$ cat src/rtl/issue_dispatcher.sv
// Dual-issue dispatcher: two-entry ordered hold buffer feeding two issue buses, gated by per-station credits.
// Issue is combinational from the hold buffer; accepted pairs issue one cycle after the accepting edge at the earliest.
module issue_dispatcher #(
  parameter int         STATION_CNT = 4,
  parameter int         SIZE        = 16,
  parameter logic [7:0] BASE_ADDR   = 8'h00,
  parameter int         PAYLOAD_W   = 176,
  localparam int        SW          = (STATION_CNT > 1) ? $clog2(STATION_CNT) : 1,
  localparam int        CW          = $clog2(SIZE + 1)
) (
  input  logic                            clk,
  input  logic                            reset,
  input  logic                            delete_tagged,
  input  logic [1:0]                      in_valid,
  input  logic [1:0][SW-1:0]              in_station,
  input  logic [1:0]                      in_tag,
  input  logic [1:0][PAYLOAD_W-1:0]       in_payload,
  output logic                            in_ready,
  input  logic [STATION_CNT-1:0][1:0]     credit_return,
  output logic [1:0]                      issue_valid,
  output logic [1:0][7:0]                 issue_stat_select,
  output logic [1:0]                      issue_tag,
  output logic [1:0][PAYLOAD_W-1:0]       issue_payload,
  output logic                            credit_err
);

  logic [1:0]                h_vld;
  logic [1:0][SW-1:0]        h_st;
  logic [1:0]                h_tag;
  logic [1:0][PAYLOAD_W-1:0] h_pl;
  logic [CW-1:0]             credit [STATION_CNT];

  logic [1:0]    kill;
  logic [1:0]    iss;
  logic          h0_clear;
  logic          same_st;
  logic [CW-1:0] c0, c1;
  logic [1:0]    load_v;
  logic [CW:0]   nxt [STATION_CNT];
  logic [STATION_CNT-1:0] ovf;

  always_comb begin
    kill     = {2{delete_tagged}} & h_tag & h_vld;
    c0       = credit[h_st[0]];
    c1       = credit[h_st[1]];
    iss[0]   = ~reset & h_vld[0] & ~kill[0] & (c0 != '0);
    // A dropped H0 no longer blocks H1; a stalled one does.
    h0_clear = ~h_vld[0] | iss[0] | kill[0];
    same_st  = iss[0] & (h_st[1] == h_st[0]);
    iss[1]   = ~reset & h_vld[1] & ~kill[1] & h0_clear &
               (same_st ? ({1'b0, c1} >= (CW+1)'(2)) : (c1 != '0));
    in_ready = reset | (h0_clear & (~h_vld[1] | iss[1] | kill[1]));
    load_v   = in_valid & ~({2{delete_tagged}} & in_tag);
  end

  always_comb begin
    for (int k = 0; k < 2; k++) begin
      issue_valid[k]       = iss[k];
      issue_stat_select[k] = iss[k] ? BASE_ADDR + 8'(h_st[k]) : 8'h00;
      issue_tag[k]         = iss[k] & h_tag[k];
      issue_payload[k]     = iss[k] ? h_pl[k] : '0;
    end
  end

  // Net credit per station: debit this cycle's issues, add returns, clamp at SIZE.
  always_comb begin
    for (int i = 0; i < STATION_CNT; i++) begin
      nxt[i] = (CW+1)'(credit[i])
             - (CW+1)'(iss[0] && (h_st[0] == SW'(i)))
             - (CW+1)'(iss[1] && (h_st[1] == SW'(i)))
             + (CW+1)'(credit_return[i]);
      ovf[i] = nxt[i] > (CW+1)'(SIZE);
    end
  end

  always_ff @(posedge clk) begin
    if (reset) begin
      h_vld      <= 2'b00;
      h_st       <= '0;
      h_tag      <= 2'b00;
      h_pl       <= '0;
      credit_err <= 1'b0;
      for (int i = 0; i < STATION_CNT; i++) credit[i] <= CW'(SIZE);
    end else begin
      for (int i = 0; i < STATION_CNT; i++)
        credit[i] <= ovf[i] ? CW'(SIZE) : nxt[i][CW-1:0];
      if (|ovf) credit_err <= 1'b1;

      if (in_ready) begin
        if (load_v[0]) begin
          h_vld <= {load_v[1], 1'b1};
          h_st  <= in_station;
          h_tag <= in_tag;
          h_pl  <= in_payload;
        end else begin
          h_vld    <= {1'b0, load_v[1]};
          h_st[0]  <= in_station[1];
          h_tag[0] <= in_tag[1];
          h_pl[0]  <= in_payload[1];
        end
      end else if (h0_clear) begin
        // H0 left but H1 stays: H1 becomes the head.
        h_vld    <= 2'b01;
        h_st[0]  <= h_st[1];
        h_tag[0] <= h_tag[1];
        h_pl[0]  <= h_pl[1];
      end else begin
        h_vld[1] <= h_vld[1] & ~kill[1];
      end
    end
  end

endmodule

$ cat config.mk
export PLATFORM = sky130hd
export DESIGN_NAME = issue_dispatcher
export DESIGN_NICKNAME = d
export VERILOG_FILES = /design/src/rtl/issue_dispatcher.sv
export SDC_FILE = /design/constraint.sdc
export NUM_CORES = 1
export LEC_CHECK = 0
export CORE_AREA = 2 2 291 293
export CTS_CLUSTER_DIAMETER = 80
export DETAILED_ROUTE_END_ITERATION = 6
export DIE_AREA = 0 0 293 295
export GPL_ROUTABILITY_DRIVEN = 1
export PLACE_DENSITY = 0.51
export SETUP_SLACK_MARGIN = 0.02
export SYNTH_ARGS = -nofsm -noshare
export SYNTH_HDL_FRONTEND = slang
export SYNTH_SLANG_ARGS = --single-unit
$ cat constraint.sdc
create_clock -name clk -period 9.39 [get_ports clk]
set_input_delay 1.4085 -clock clk [delete_from_list [all_inputs] [get_ports clk]]
set_output_delay 1.4085 -clock clk [all_outputs]
set_load 0.1 [all_outputs]
==> impl_metrics.toml <==
[sta]
tns_ns = 0
rsz0062_at_grt = "no"
holdWs_ns = 0.448
hold_viol_final = 0
tightest_slew_ns = 1.22
slew_viol_final = 0
max_slew_margin_pct = 18.5
fin_crit_ns = 6.77
setup_viol = 0
fmaxAchievable_mhz = 148
period_share_pct = 72.1
fin_worst_skew_ns = 0.0175

[logic_synthesis]
synth_edf_count = 0
yosysUniqueCellTypes = 56
avgSynthCellArea_um2 = 8.08
synth_top_family_by_area = "simple AND/OR/NAND/NOR gates"
synthAdderAreaFrac_pct = 2.51
async_reset_ff_share_pct = 0
syn-cell-area_mm2 = 0.0215
synthXorXnorAreaFrac_pct = 0.489
ys_seq_area_share_pct = 35.8
synth-main-ff-cell = "dfxtp_1"
yosysWarnings = 0
synthCells = 2662
yosys.area.top_type = "dfxtp_1"
synth_compound_area_share_pct = 9.33
yosysTopAreaCellShare_pct = 35.8
yosys-top-cells-area = "dfxtp_1 (36%), and2_1 (11%), mux2i_1 (10%), nand2_1 (7.0%), a2111oi_0 (5.7%)"
synthSimpleGateAreaFrac_pct = 34.7
synthMuxAreaShare_pct = 10.2
synth-seq-cells = 385

[clock_network]
clk_pin_slew_worst_paths_ns = 0.05
root_buffer = "clkbuf_16"
clk_latency_ns = 0.58
h-tree-depth = 2
cts_tree = "yes"
cts.path.max_buffers = 3
cts_resized = 0
hold_buffers = 0
numCtsBuffers = 50
post_cts_buffers = 0
cts_sinks = 385

[power]
power.density_mw_per_mm2 = 169
p_leak_nw = 12.5
irDropWorstVdd_mv = 0.121
power_mw = 5.25

[drt]
wl_mm = 98.2
via_per_inst = 4.97
drc = 0
drt_iter0_markers = 1116
wire_per_inst_um = 22.6
firstDrtPassIters = 5
vias = 21600
ant_nets = 0

[floorplan]
die_area_mm2 = 0.0864
core_area_mm2 = 0.0832
io_pins = 745
initial_core_util_pct = 25.9
die_h_um = 295
num_rows = 106
die_w_um = 293

[critical_path]
endpoint_kind = "output port"
worst_setup_path_start_kind = "input pin"
critPathRequiredTime_ns = 7.98
crit_arrival_ns = 5.36
critPathMaxFanout = 88
worstRegToRegCells = 17
crit_type = "input pin to output port"

[grt]
track_usage_pct = 21.5
overflow = 0
grt_pass1_vias = 21100
grt_max_degree = 143
grt_pass1_wl_mm = 142
antenna_found_initial = 26

[hold_path]
hp-class = "flip-flop to flip-flop"
holdPathStages = 2

[layout]
final_util_pct = 37.3
synthToLayoutAreaGrowth_pct = 44.3
nets = 3614
final_cells = 4345
drive_gt1_share_pct = 4.07

[flow_run]
cap_violations = 0

[placement]
gp_congestion = 0.849
dpl.cell_count = 4235
dp_hpwl_mm = 65.1
portBuffers = 732

[run_status]
status = "complete, no violations"
## cell usage after synthesis, types with 12 or more instances
cell and n:
nor3_1 218, clkbuf_1 206, nor2_1 156, dfxtp_1 385, ha_1 24, a221o_1 34, and2_1 362, a2111oi_0 140
buf_4 22, mux2i_1 215, and3_1 148, inv_1 50, buf_2 40, nor4_1 139, fa_1 12, buf_6 12
nand2_1 399
## registers in the layout (all words and copies together), names as in the netlist, named ones only
signal / cells
h_vld: 2
h_tag: 2
h_pl: 352
credit: 20
h_st: 4
credit_err: 1
## worst paths after layout
path                 start                 end  slack [ns]
max          delete_tagged  issue_payload[264]        2.62
min                h_pl[5]             h_pl[5]        0.45
max reg2reg   credit[1][2]        credit[1][4]        3.90
min reg2reg        h_pl[5]             h_pl[5]        0.45
## area by class of cell
type / count / area (um^2)
antenna: 19 / 47.5
clock buffer: 77 / 1500
clock inverter: 14 / 181
fill: 8543 / 52100
inverter: 51 / 199
multi-input combinational: 1956 / 12400
sequential: 385 / 7710
tap: 1080 / 1350
timing repair buffer: 763 / 7620
## metrics by stage
step	area, um^2	setup slack, ns
4_1_cts	31000	2.64
5_1_grt	31000	2.39
3_3_place_gp	29300	2.56
6_report	31000	2.62
2_1_floorplan	21500	3.59
3_5_place_dp	29300	2.55
## metal layers
metal	GRT usage, %	vias to the layer above	part of all wire [%]	wire [um]
met2	35.6	629	47	46600
li1	-	10400	-	-
met1	26.8	10300	43	41900
met3	5.02	164	6.1	5960
met4	9.07	14	3.7	3670
met5	0	-	0.098	96
## layout by cell type (no fill, tap or decap), types with 8 or more instances in the layout
master and count:
nand2_1 397, a221o_1 34, nor2_1 156, and3_1 147, clkdlybuf4s50_1 730, nor3_1 216, fa_1 12, nor4_1 139
ha_1 24, dfxtp_1 385, clkbuf_8 8, inv_1 50, clkbuf_16 53, conb_1 12, a2111oi_0 140, mux2i_1 215
diode_2 19, and2_1 361, clkbuf_1 16, buf_4 27
## worst max-delay path: stages
cell             delay, ns
clkdlybuf4s50_1       0.61
a21bo_2               0.28
or4_4                 0.19
o31ai_4               0.07
o21ai_0               0.16
and3_4                0.49
buf_4                 0.63
and2_1                0.22
clkdlybuf4s50_1       1.16
## report_power, final
part	leakage [nW]	switching [mW]	internal (mW)	total, mW
Sequential	3.18	0.115	1.80	1.91
Clock	0.815	0.792	1.20	1.99
Combinational	8.54	0.829	0.520	1.35
Total	12.5	1.73	3.52	5.25
## cells by family (layout without fill, tap and decap cells)
group,after synthesis,after routing
AOI/OAI and AO/OA,227,227
xor gates and xnor gates,12,12
adders and majority gates,36,36
buffers and inverters,332,905
DFF,385,385
muxes,217,217
other,1,31
and+or+nand+nor,1452,1452
Power figures use the tool's default switching activity.
